$ cat config.mk
export PLATFORM = sky130hd
export DESIGN_NAME = step_dir_receiver
export DESIGN_NICKNAME = d
export VERILOG_FILES = /design/src/rtl/steppers_pkg.sv /design/src/rtl/sync_edge_detect.sv /design/src/rtl/step_dir_receiver.sv
export SDC_FILE = /design/constraint.sdc
export NUM_CORES = 1
export LEC_CHECK = 0
export ABC_AREA = 1
export BUFFER_PORTS_ARGS = -buffer_cell sky130_fd_sc_hd__buf_2
export CAP_MARGIN = 10
export CORE_UTILIZATION = 40
export DETAILED_ROUTE_END_ITERATION = 8
export GPL_ROUTABILITY_DRIVEN = 0
export HOLD_SLACK_MARGIN = 0.15
export PLACE_DENSITY_LB_ADDON = 0.08
export RECOVER_POWER = 100
export SETUP_SLACK_MARGIN = 0.3
export SYNTH_ARGS = -nofsm -noshare
export SYNTH_HDL_FRONTEND = slang
export SYNTH_HIERARCHICAL = 1
export SYNTH_SLANG_ARGS = --single-unit
export TNS_END_PERCENT = 30
$ cat constraint.sdc
create_clock -name clk -period 3.12 [get_ports clk]
set_input_delay 0.624 -clock clk [delete_from_list [all_inputs] [get_ports clk]]
set_output_delay 0.624 -clock clk [all_outputs]
set_load 0.005 [all_outputs]
$ cat src/rtl/steppers_pkg.sv
// steppers_pkg
// Shared definitions for the step/dir receiver and its register bus:
// register offsets, CTRL/STATUS bit positions, position width and the
// packed CTRL layout. No ports.
package steppers_pkg;

  localparam int POS_W = 32;

  localparam logic [7:0] OFF_POS0   = 8'd0;
  localparam logic [7:0] OFF_POS1   = 8'd1;
  localparam logic [7:0] OFF_POS2   = 8'd2;
  localparam logic [7:0] OFF_POS3   = 8'd3;
  localparam logic [7:0] OFF_CTRL   = 8'd4;
  localparam logic [7:0] OFF_STATUS = 8'd5;
  localparam logic [7:0] NUM_REGS   = 8'd6;

  localparam int CTRL_EN   = 0;
  localparam int CTRL_INV  = 1;
  localparam int CTRL_EDGE = 2;
  localparam int CTRL_CLR  = 7;

  localparam int ST_SHORT = 0;
  localparam int ST_DIR   = 1;
  localparam int ST_WRAP  = 2;

  typedef struct packed {
    logic edge_fall;
    logic inv_dir;
    logic enable;
  } ctrl_t;

  // CTRL readback; the clear bit is write-only and always reads 0.
  function automatic logic [7:0] ctrl_to_byte(ctrl_t c);
    return {5'b0, c.edge_fall, c.inv_dir, c.enable};
  endfunction

endpackage

$ cat src/rtl/sync_edge_detect.sv
// sync_edge_detect
// Multi-flop synchroniser for one asynchronous line followed by an edge
// detector. rise/fall are decoded purely from flop outputs (last sync stage
// and its delayed copy), so they are glitch-free one-cycle pulses, gated by arm.
// Ports:
//   clk, reset  : clock, synchronous active-high reset
//   arm         : enables rise/fall pulses
//   d_in        : asynchronous input
//   level       : synchronised level
//   rise, fall  : one-cycle edge pulses on the synchronised level
module sync_edge_detect #(
  parameter int SYNC_STAGES = 2
) (
  input  logic clk,
  input  logic reset,
  input  logic arm,
  input  logic d_in,
  output logic level,
  output logic rise,
  output logic fall
);

  logic [SYNC_STAGES-1:0] sync_q, sync_d;
  logic                   prev_q, prev_d;

  always_comb begin
    sync_d = {sync_q[SYNC_STAGES-2:0], d_in};
    prev_d = sync_q[SYNC_STAGES-1];
  end

  always_ff @(posedge clk) begin
    if (reset) begin
      sync_q <= '0;
      prev_q <= 1'b0;
    end else begin
      sync_q <= sync_d;
      prev_q <= prev_d;
    end
  end

  assign level = sync_q[SYNC_STAGES-1];
  assign rise  = arm &  level & ~prev_q;
  assign fall  = arm & ~level &  prev_q;

endmodule

$ cat src/rtl/step_dir_receiver.sv
// step_dir_receiver
// Receiving end of a step/dir link: synchronises step_in/dir_in, counts
// active step edges into a signed position, checks step width and dir
// setup, and exposes position/CTRL/STATUS on an 8-bit register bus.
// Ports:
//   clk, reset      : clock, synchronous active-high reset
//   rd, wr          : one-cycle CPU strobes
//   cpu_addr        : register address (BASE_ADDR..BASE_ADDR+5)
//   cpu_data_in     : write data
//   cpu_data_out    : registered read data, 0 after an unmatched read
//   step_in, dir_in : asynchronous step/dir lines
//   step_seen       : one-cycle pulse per active step edge
//   error           : OR of the sticky STATUS bits
module step_dir_receiver
  import steppers_pkg::*;
#(
  parameter logic [7:0] BASE_ADDR   = 8'h20,
  parameter int         POS_WIDTH   = POS_W,
  parameter int         SYNC_STAGES = 2,
  parameter int         MIN_PULSE   = 4
) (
  input  logic       clk,
  input  logic       reset,
  input  logic       rd,
  input  logic       wr,
  input  logic [7:0] cpu_addr,
  input  logic [7:0] cpu_data_in,
  output logic [7:0] cpu_data_out,
  input  logic       step_in,
  input  logic       dir_in,
  output logic       step_seen,
  output logic       error
);

  localparam int CW = $clog2(MIN_PULSE + 1);
  localparam int AW = $clog2(SYNC_STAGES + 2);
  localparam logic [CW-1:0]        MIN_C   = CW'(MIN_PULSE);
  localparam logic [AW-1:0]        ARM_C   = AW'(SYNC_STAGES + 1);
  localparam logic [POS_WIDTH-1:0] POS_MAX = {1'b0, {(POS_WIDTH-1){1'b1}}};
  localparam logic [POS_WIDTH-1:0] POS_MIN = {1'b1, {(POS_WIDTH-1){1'b0}}};

  logic [POS_WIDTH-1:0] pos_q, pos_d, shadow_q, shadow_d;
  logic [23:0]          stage_q, stage_d;
  ctrl_t                ctrl_q, ctrl_d;
  logic [2:0]           status_q, status_d;
  logic [7:0]           rdata_q, rdata_d;
  logic                 step_seen_q, step_seen_d;
  logic [AW-1:0]        arm_cnt_q, arm_cnt_d;
  logic                 resel_q, resel_d;
  logic [CW-1:0]        width_q, width_d, dir_age_q, dir_age_d;

  logic       armed, step_arm;
  logic       step_lvl, step_rise, step_fall;
  logic       dir_lvl, dir_rise, dir_fall;
  logic [7:0] offset;
  logic       sel;
  logic       act, lead, trail, dir_chg, step_ev;
  logic [2:0] set_bits, clr_bits;
  logic       cpu_pos_wr, wrap_ev;

  // Detectors stay quiet until the synchronisers have flushed after reset,
  // and for one cycle after the active-edge selection changes.
  assign armed    = (arm_cnt_q == '0);
  assign step_arm = armed & ~resel_q;

  sync_edge_detect #(.SYNC_STAGES(SYNC_STAGES)) u_step_sync (
    .clk   (clk),
    .reset (reset),
    .arm   (step_arm),
    .d_in  (step_in),
    .level (step_lvl),
    .rise  (step_rise),
    .fall  (step_fall)
  );

  sync_edge_detect #(.SYNC_STAGES(SYNC_STAGES)) u_dir_sync (
    .clk   (clk),
    .reset (reset),
    .arm   (armed),
    .d_in  (dir_in),
    .level (dir_lvl),
    .rise  (dir_rise),
    .fall  (dir_fall)
  );

  assign offset = cpu_addr - BASE_ADDR;
  assign sel    = (offset < NUM_REGS);

  always_comb begin
    pos_d       = pos_q;
    shadow_d    = shadow_q;
    stage_d     = stage_q;
    ctrl_d      = ctrl_q;
    rdata_d     = rdata_q;
    step_seen_d = 1'b0;
    resel_d     = 1'b0;
    set_bits    = 3'b000;
    clr_bits    = 3'b000;
    cpu_pos_wr  = 1'b0;
    wrap_ev     = 1'b0;

    arm_cnt_d = armed ? arm_cnt_q : arm_cnt_q - AW'(1);

    // "Active" means the step line sits at the level that follows the
    // counted edge; the opposite edge ends the pulse.
    act   = step_lvl ^ ctrl_q.edge_fall;
    lead  = ctrl_q.edge_fall ? step_fall : step_rise;
    trail = ctrl_q.edge_fall ? step_rise : step_fall;

    width_d = act ? ((width_q == MIN_C) ? width_q : width_q + CW'(1)) : '0;

    // dir_age counts cycles since the last synced dir change, saturating.
    dir_chg   = dir_rise | dir_fall;
    dir_age_d = dir_chg ? CW'(1) : ((dir_age_q == MIN_C) ? dir_age_q : dir_age_q + CW'(1));

    step_ev = lead & ctrl_q.enable;
    if (step_ev) begin
      step_seen_d = 1'b1;
      if (dir_lvl ^ ctrl_q.inv_dir) begin
        pos_d   = pos_q + POS_WIDTH'(1);
        wrap_ev = (pos_q == POS_MAX);
      end else begin
        pos_d   = pos_q - POS_WIDTH'(1);
        wrap_ev = (pos_q == POS_MIN);
      end
      if (dir_chg || (dir_age_q < MIN_C)) set_bits[ST_DIR] = 1'b1;
    end
    if (trail && ctrl_q.enable && (width_q < MIN_C)) set_bits[ST_SHORT] = 1'b1;

    if (rd) begin
      rdata_d = 8'h00;
      if (sel) begin
        case (offset)
          OFF_POS0: begin
            rdata_d  = pos_q[7:0];
            shadow_d = pos_q;
          end
          OFF_POS1:   rdata_d = shadow_q[15:8];
          OFF_POS2:   rdata_d = shadow_q[23:16];
          OFF_POS3:   rdata_d = shadow_q[31:24];
          OFF_CTRL:   rdata_d = ctrl_to_byte(ctrl_q);
          OFF_STATUS: rdata_d = {5'b0, status_q};
          default:    rdata_d = 8'h00;
        endcase
      end
    end

    // CPU writes to position are applied last so they override a step.
    if (wr && sel) begin
      case (offset)
        OFF_POS0: stage_d[7:0]   = cpu_data_in;
        OFF_POS1: stage_d[15:8]  = cpu_data_in;
        OFF_POS2: stage_d[23:16] = cpu_data_in;
        OFF_POS3: begin
          pos_d      = {cpu_data_in, stage_q};
          cpu_pos_wr = 1'b1;
        end
        OFF_CTRL: begin
          ctrl_d.enable    = cpu_data_in[CTRL_EN];
          ctrl_d.inv_dir   = cpu_data_in[CTRL_INV];
          ctrl_d.edge_fall = cpu_data_in[CTRL_EDGE];
          resel_d          = cpu_data_in[CTRL_EDGE] ^ ctrl_q.edge_fall;
          if (cpu_data_in[CTRL_CLR]) begin
            pos_d      = '0;
            cpu_pos_wr = 1'b1;
          end
        end
        OFF_STATUS: clr_bits = cpu_data_in[2:0];
        default: ;
      endcase
    end

    // A discarded step cannot wrap the position.
    if (wrap_ev && !cpu_pos_wr) set_bits[ST_WRAP] = 1'b1;

    status_d = (status_q & ~clr_bits) | set_bits;
  end

  always_ff @(posedge clk) begin
    if (reset) begin
      pos_q       <= '0;
      shadow_q    <= '0;
      stage_q     <= '0;
      ctrl_q      <= '0;
      status_q    <= '0;
      rdata_q     <= '0;
      step_seen_q <= 1'b0;
      arm_cnt_q   <= ARM_C;
      resel_q     <= 1'b0;
      width_q     <= '0;
      dir_age_q   <= MIN_C;
    end else begin
      pos_q       <= pos_d;
      shadow_q    <= shadow_d;
      stage_q     <= stage_d;
      ctrl_q      <= ctrl_d;
      status_q    <= status_d;
      rdata_q     <= rdata_d;
      step_seen_q <= step_seen_d;
      arm_cnt_q   <= arm_cnt_d;
      resel_q     <= resel_d;
      width_q     <= width_d;
      dir_age_q   <= dir_age_d;
    end
  end

  assign cpu_data_out = rdata_q;
  assign step_seen    = step_seen_q;
  assign error        = |status_q;

endmodule

# Word-level counts from Yosys, hierarchy flattened
# Index checks and enable logic that the tools add are counted.
classes:
  add_sub_neg: 6
  mul: 0
  div: 0
  magnitude_cmp: 3
  n_eq_ne: 10
  shifts: 0
  muxes: 23
  bitwise: 25
  n_reduce_logical: 17
ops:
  columns: ["operator", "n"]
  rows:
  - ["$mux W32", 4]
  - ["$pmux W32 S2", 1]
  - ["$pmux W8 S6", 1]
  - ["$add A32 B1 Y32 const B", 1]
  - ["$eq A32 B31 Y1 const B", 1]
  - ["$eq A32 B32 Y1 const B", 1]
  - ["$sub A32 B1 Y32 const B", 1]
  - ["$eq A8 B2 Y1 const B", 2]
  - ["$eq A8 B3 Y1 const B", 2]
  - ["$mux W3", 4]
  - ["$mux W1", 11]
  - ["$and A1 B1 Y1", 10]
  - ["$eq A8 B1 Y1 const B", 1]
  - ["$logic_not A8 Y1", 1]
  - ["$lt A8 B3 Y1 const B", 1]
  - ["$mux W8", 1]
  - ["$not A1 Y1", 8]
  - ["$reduce_and A2 Y1", 4]
  - ["$sub A8 B6 Y8 const B", 1]
  - ["$add A3 B1 Y3 const B", 2]
  - ["$eq A3 B3 Y1 const B", 2]
  - ["$lt A3 B3 Y1 const B", 2]
  - ["$reduce_or A3 Y1", 2]
  - ["$logic_and A1 B1 Y1", 4]
  - ["other kinds (13)", 16]
totals:
  ff_bits: 118
  latchBits: 0
  ram_bits: 0
  rom_bits: 0
  output_inout_bits: 10
  wordCells: 104
  mem_count: 0

# Longest topological paths before layout
# Gate-level depths: netlist of the first run.
logic_depth:
  ltp_word: 10
  depth_mapped: 22
  ltp_nobuf: 21

# Hierarchy
# Netlist of the first run, hierarchy kept.
by_module_without_submodules:
  columns: ["mod", "instances", "cells_per_inst", "area_each_um2", "seq_area_each_um2"]
  rows:
  - ["step_dir_receiver", 1, 1085, 6696.4, 2082.0]
  - ["sync_edge_detect", 2, 13, 97.6, 60.1]

# Worst setup path after synthesis of the first run
# No wires, ideal clock.
synth_timing:
  kind: "input -> register"
  start: "in cpu_addr[5]"
  end: "reg pos_q[22]"
  setup_time_ns: 0.134
  arrival_time_ns: 2.371
  setup_slack_ns: 0.616
  cell_stages: 13
  n_path_buf: 1
  cell_sequence: "inv_1 > ha_1 > xnor2_1 > nand3_1 > inv_2 > o2111ai_4 > nor2_4 > nor2_1 > nor2_2 > buf_2 > a21oi_1 > o21ai_1 > a21oi_1"
synth_via:
  elab_chain_cells: 4
synth_rtl:
  columns: ["element", "line", "text"]
  rows:
  - ["from (decl)", "step_dir_receiver.sv:26", "input logic [7:0] cpu_addr,"]
  - ["$sub A8 B6 Y8 (*)", "step_dir_receiver.sv:86", "assign offset = cpu_addr - BASE_ADDR;"]
  - ["$lt A8 B3 Y1 (tied with other cells)", "step_dir_receiver.sv:87", "assign sel = (offset < NUM_REGS);"]
  - ["$logic_and A1 B1 Y1 or $pmux W32 S2 (tied branches)", "step_dir_receiver.sv:149, step_dir_receiver.sv:150", null]
  - ["$mux W32 (*)", "step_dir_receiver.sv:149", "if (wr && sel) begin"]
  - ["to (signal assigned)", "step_dir_receiver.sv:193", "pos_q <= pos_d;"]
  - ["to (decl)", "step_dir_receiver.sv:42", "logic [POS_WIDTH-1:0] pos_q, pos_d, shadow_q, shadow_d;"]
# Mark *: on every way between the ends. The rest lies on a longest branch, timed or not.
# A chain may end at the register's enable or synchronous reset.

# Worst setup path in the final report of the first run
layout_timing:
  start: "in cpu_addr[5]"
  end: "reg pos_q[20]"
# The elaborated chain is that of the path after synthesis.

==> results of run 1 <==
## worst register-to-register path, delay by kind of cell (launching register included)
| family | cells | cell delay, ns |
|---|---|---|
| and+or+nand+nor | 4 | 0.43 |
| buffers and inverters | 4 | 0.69 |
| DFF | 1 | 0.32 |
| adders and majority gates | 1 | 0.25 |
| AOI/OAI and AO/OA | 5 | 0.75 |
## kinds of logic (layout without fill, tap and decap cells)
kind of cell,count (synthesis),in the layout
compound gates,261,261
flops,110,110
simple gates,537,537
buf+inv,186,211
fa+ha+maj,7,7
xor+xnor,10,10
## timing repair
action	CTS	global route
setup endpoints to repair	1	10
hold buffers	0	0
resized for setup	1	4
## metal layers
layer / routed length, µm / global-route usage [%] / vias to the layer above / part of all wire (%)
li1: - / - / 3700 / -
met1: 11000 / 37.0 / 3306 / 48
met2: 10200 / 41.3 / 206 / 44
met3: 1230 / 3.88 / 37 / 5.3
met4: 613 / 9.09 / 0 / 2.7
met5: 0 / 0 / - / 0
## registers in the layout (all words and copies together) (netlist names)
| signal | flops |
|---|---|
| arm_cnt_q | 2 |
| ctrl_q | 3 |
| status_q | 3 |
| stage_q | 24 |
| u_step_sync/prev_q | 1 |
| resel_q | 1 |
| u_dir_sync/sync_q | 2 |
| shadow_q | 24 |
| width_q | 3 |
| u_step_sync/sync_q | 2 |
| u_dir_sync/prev_q | 1 |
| cpu_data_out | 8 |
| pos_q | 32 |
| dir_age_q | 3 |
| step_seen | 1 |
## cells in the final DEF (no fill, tap or decap), types with 3 or more instances in the layout
cell type / n
clkbuf_16: 9
a21oi_1: 116
nand2_4: 3
o31ai_1: 3
nor4_1: 3
nand3_1: 95
inv_1: 138
buf_2: 23
buf_12: 3
clkbuf_2: 3
nand2_1: 307
clkbuf_1: 12
nor3_1: 7
ha_1: 7
xor2_1: 8
a41o_1: 3
nand2_2: 7
o22ai_1: 10
inv_6: 3
a211oi_1: 9
a41oi_1: 20
dfxtp_1: 108
nor2_1: 91
inv_2: 6
o211ai_1: 11
o21ai_0: 80
nand4_1: 7
buf_4: 8
nor2_2: 7
## power breakdown
part	switching (mW)	total (mW)	internal, mW	leakage, nW
logic	0.224	0.327	0.102	2.45
clock network	0.564	1.22	0.655	0.147
registers	0.0153	1.44	1.42	0.889
total	0.803	2.98	2.18	3.49
## worst paths after layout
check                         endpoint  slack [ns]  depth (start not counted)
setup / recovery             pos_q[20]        0.40                         14
hold reg to reg   u_dir_sync/sync_q[1]        0.40                          2
setup reg to reg              pos_q[4]        0.50                         14
hold / removal    u_dir_sync/sync_q[1]        0.40                          2
## area by class of cell
cell class / instances / area (µm²) / area share [%]
clock buffers: 11 / 243 / 3.20
clock inverters: 5 / 63.8 / 0.841
inverters: 146 / 548 / 7.23
multi-input cells: 815 / 3950 / 52.1
flip-flops and latches: 110 / 2210 / 29.1
well taps: 220 / 275 / 3.63
repair buffers: 49 / 295 / 3.89
==> results_dict.tcl, run 1 <==
set metrics [dict create \
    hp-class "reg -> reg" \
    ant_nets 0 \
    wl_per_cell_um 17.0 \
    cp_top_family "simple AND/OR/NAND/NOR gates" \
    synth_mux_area_share_pct 0 \
    synthXorXnorAreaFrac_pct 1.27 \
    avgSynthCellArea_um2 6.20 \
    worstReg2RegStart "arm_cnt_q[0]" \
    coreArea_um2 16700 \
    fin_ws_ns 0.397 \
    rsz0062_at_grt "no" \
    final_area_um2 7580 \
    io_buffers 31 \
    cap_violations 0 \
    die-area_um2 17800 \
    hold_ws_ns 0.397 \
    cts_tree "built" \
    post-cts-setup-buffer-count 0 \
    grt_max_degree 57 \
    drv_slew 0 \
    netlist.area_leader.share_pct 32.0 \
    powerDensity_nw_per_um2 394 \
    yosys_warnings 6 \
    slowest_stage "o2111ai_1" \
    worst_pin_slew_ns 1.35 \
    crit_chain "buf_2 -> inv_1 -> ha_1 -> xnor2_1 -> nand3_1 -> inv_1 -> o2111ai_1 -> nor2_4 -> nor2_1 -> nor2_2 -> clkbuf_1 -> a21oi_1 -> o21ai_0 -> a21oi_1" \
    synth_edf_count 0 \
    synthToLayoutAreaGrowth_pct 10.0 \
    dr.pass1.iters 5 \
    final_util_pct 45.4 \
    syn_nets 1140 \
    fin_total_pwr_mw 2.98 \
    die_h_um 133 \
    synth_seq_area_share_pct 32.0 \
    nNetsFinal 1160 \
    vias 7249 \
    synthesis.area_um2 6890 \
    min_from "u_dir_sync/sync_q[0]" \
    dieWidth_um 133 \
    clockRootBuffer "clkbuf_16" \
    grt_pass1_vias 6458 \
    synth-seq-cells 110 \
    synthSimpleGateAreaFrac_pct 32.9 \
    slew_headroom_pct 10.2 \
    ys_top_cells_by_count "307 x nand2_1, 137 x inv_1, 116 x a21oi_1" \
    power_leakage_nw 3.49 \
    dp_slack_ns 0.247 \
    clock_sinks 110 \
    arrival_ns 2.91 \
    avgViaCountPerCell 5.35 \
    synth-adder-area-share_pct 1.27 \
    fin_cells 1356 \
    ys.flop_type "dfxtp_1" \
    grt_usage_pct 26.4 \
    ir_drop_v 0.000305 \
    worstPathMaxFanout 8 \
    clk_path_buf_depth 2 \
    critPathKind "in -> reg" \
    io_pins 32 \
    place_inst 1340 \
    drive_gt1_share_pct 7.39 \
    synthArstFlopShare_pct 0 \
    placed_cell_area_um2 7310 \
    finalSetupViolations 0 \
    cp-startpoint "cpu_addr[5]" \
    nFillCells 1865 \
    initial_core_util_pct 41.3 \
    cp_slowest_stage_delay_ns 0.28 \
    synthMostInstantiatedCell "nand2_1" \
    first_iter_violations 523 \
    num_rows 47 \
    critPathLaunchType "input port" \
    fmaxAchievable_mhz 367 \
    finalHoldViolCount 0 \
    endpoint_kind "flip-flop" \
    route.final.wire_length_um 23000 \
    synth_compound_area_share_pct 21.9 \
    synthCells 1111 \
    setup_tns_ns 0 \
    cp.buffers_inverters 4 \
    n_antenna_cell 0 \
    critPathRequiredTime_ns 3.30 \
    antenna_found_initial 0 \
    numCtsBuffers 9 \
    htreeDepth 3 \
    overflow 0 \
    ys_top_cells_by_area "dfxtp_1 32%, nand2_1 17%, a21oi_1 8.4%, inv_1 7.5%, nand3_1 6.9%" \
    place_hpwl_um 17700 \
    status "finished, final reports clean" \
    synth_top_family_by_area "simple AND/OR/NAND/NOR gates" \
    yosysUniqueCellTypes 40 \
    drc 0 \
    fin_crit_ns 2.72 \
    clock_skew_ns 0.00814 \
    finalCritPeriodShare_pct 87.3 \
    grt_pass1_wl_um 35900 \
    clk_pin_slew_worst_paths_ns 0.07 \
    clk_latency_ns 0.36 \
    synth_top_cell_by_area "dfxtp_1" \
]
Note: power is estimated with default switching activity, not from simulation.
==> inputs of run 2 (changes only) <==
--- a/config.mk
+++ b/config.mk
@@ -14,6 +14,7 @@
 export HOLD_SLACK_MARGIN = 0.15
 export PLACE_DENSITY_LB_ADDON = 0.08
 export RECOVER_POWER = 100
+export REMOVE_ABC_BUFFERS = 1
 export SETUP_SLACK_MARGIN = 0.3
 export SYNTH_ARGS = -nofsm -noshare
 export SYNTH_HDL_FRONTEND = slang
==> run 2 against run 1 <==
Against the previous run: hold slack better by 0.0085 ns; first-iteration DRC count up 21%; wire length up 1.3%; sequential power about the same.
==> results_dict.tcl, run 2 (synthesis results as in run 1) <==
set metrics [dict create \
    status "finished, final reports clean" \
    vias 7252 \
    final_cell_mix "307 x nand2_1, 138 x inv_1, 116 x a21oi_1" \
    largest_register "pos_q" \
    grt_pass1_wl_um 37000 \
    io_pins 32 \
    ant_nets 0 \
    swShare_pct 28.4 \
    finalCritPeriodShare_pct 86.7 \
    finalHoldViolCount 0 \
    largest_register_ff_count 32 \
    finalSetupViolations 0 \
    arrival_ns 2.97 \
    clockRootBuffer "clkbuf_16" \
    cp_top_family "simple AND/OR/NAND/NOR gates" \
    ir_drop_v 0.000357 \
    reg_top3 "pos_q (32), shadow_q (24), stage_q (24)" \
    crit_top_cell "nand2_1" \
    post-cts-setup-buffer-count 0 \
    clock_sinks 110 \
    nNetsFinal 1166 \
    htreeDepth 3 \
    internal-power_mw 2.18 \
    p_seq_share_pct 47.2 \
    worstPathMaxFanout 23 \
    initial_core_util_pct 41.3 \
    clk_latency_ns 0.36 \
    hp-class "reg -> reg" \
    io_buffers 31 \
    wl_per_cell_um 17.1 \
    critPathLaunchType "flip-flop" \
    place_hpwl_um 17900 \
    antenna_found_initial 0 \
    die_h_um 133 \
    cap_violations 0 \
    rsz0062_at_grt "no" \
    worst_pin_slew_ns 1.36 \
    final_area_um2 7680 \
    synthToLayoutAreaGrowth_pct 11.4 \
    combPwrFrac_pct 10.9 \
    dieWidth_um 133 \
    route.final.wire_length_um 23300 \
    endpoint_kind "flip-flop" \
    clock_skew_ns 0.00978 \
    avgViaCountPerCell 5.32 \
    fin_total_pwr_mw 3.05 \
    placed_cell_area_um2 7370 \
    die-area_um2 17800 \
    grt_usage_pct 27.0 \
    critPathRequiredTime_ns 3.39 \
    dr.pass1.iters 5 \
    slowest_stage "nor4_1" \
    drive_gt1_share_pct 8.14 \
    clockPowerShare_pct 41.9 \
    powerDensity_nw_per_um2 397 \
    slew_headroom_pct 9.44 \
    overflow 0 \
    n_antenna_cell 0 \
    grt_max_degree 57 \
    dp_slack_ns 0.256 \
    crit_chain "inv_2 -> nand2_1 -> nand2_8 -> buf_12 -> nand2_1 -> nand2_1 -> nand2_1 -> nor2_1 -> nand2_1 -> nor4_1 -> nand4_1 -> a21oi_1" \
    fin_ws_ns 0.417 \
    first_iter_violations 633 \
    drc 0 \
    cts_tree "built" \
    final_common_cell "nand2_1" \
    numCtsBuffers 9 \
    clk_path_buf_depth 2 \
    fmaxAchievable_mhz 370 \
    num_rows 47 \
    coreArea_um2 16700 \
    clk_pin_slew_worst_paths_ns 0.08 \
    critPathKind "reg -> reg" \
    grt_pass1_vias 6598 \
    drv_slew 0 \
    nFillCells 1833 \
    switching_power_mw 0.866 \
    cp_slowest_stage_delay_ns 0.41 \
    cp.buffers_inverters 2 \
    fin_crit_ns 2.70 \
    power_leakage_nw 3.52 \
]
==> run 2: changes by cell type in the layout (fill, tap and decap cells not counted), moves of 2 or more <==
| cell | delta |
|---|---|
| buf_2 | +3 |
| clkinv_8 | +3 |
| nand2_4 | -2 |
| buf_4 | +4 |
| inv_6 | -2 |
| clkbuf_1 | -2 |
==> run 2: area by class of cell <==
class | count | area [µm²] | share of cell area (%)
clock buffers | 9 | 225 | 2.93
well taps | 220 | 275 | 3.58
flip-flops and latches | 110 | 2200 | 28.7
inverters | 146 | 548 | 7.14
clock inverters | 7 | 106 | 1.39
repair buffers | 55 | 359 | 4.68
multi-input cells | 815 | 3960 | 51.6
==> run 2: layer usage <==
layer | share of wire [%] | GRT usage (%) | routed length [µm]
met1 | 47 | 38.1 | 11000
met2 | 44 | 41.2 | 10300
met3 | 6.3 | 4.53 | 1460
met4 | 2.6 | 9.66 | 598
met5 | 0 | 0 | 0
==> run 2: path summary, 6_finish.rpt <==
| path | cells after the start | slack, ns | start | end |
|---|---|---|---|---|
| hold / removal | 2 | 0.41 | u_dir_sync/sync_q[0] | u_dir_sync/sync_q[1] |
| setup / recovery | 12 | 0.42 | u_dir_sync/sync_q[1] | status_q[2] |
| hold reg to reg | 2 | 0.41 | u_dir_sync/sync_q[0] | u_dir_sync/sync_q[1] |
| setup reg to reg | 12 | 0.42 | u_dir_sync/sync_q[1] | status_q[2] |
==> run 2: power by group through the flow <==
stage / clock network (mW) / logic, mW / registers, mW
2_1_floorplan: 0 / 0.219 / 1.47
6_report: 1.28 / 0.333 / 1.44
5_1_grt: 1.36 / 0.383 / 1.44
3_5_place_dp: 0 / 0.331 / 1.47
3_3_place_gp: 0 / 0.332 / 1.47
4_1_cts: 1.29 / 0.333 / 1.44
==> run 2: through the flow <==
step	setup TNS, ns	hold slack (ns)	utilization, %	instances
finish	0	0.405	46.0	1362
global route	0	0.439	46.0	1362
CTS	0	0.409	46.1	1362
detailed placement	0	0.397	44.1	1346
global placement	0	0.390	44.1	1346
floorplan	-0.0748	0.388	-	1071
==> run 2: repair_timing <==
| action | CTS | global route |
|---|---|---|
| endpoints found under the setup margin | 1 | 14 |
| hold endpoints to repair | 0 | 0 |
| hold buffers | 0 | 0 |
| gates resized for setup | 1 | 7 |
==> run 2: worst reg2reg max path: cells and delay by family, from the launching register on <==
family                 cells  cell delay [ns]
AND/OR/NAND/NOR            9             1.79
flip-flops                 1             0.37
buffers and inverters      2             0.28
AO/OA/AOI/OAI              1             0.16
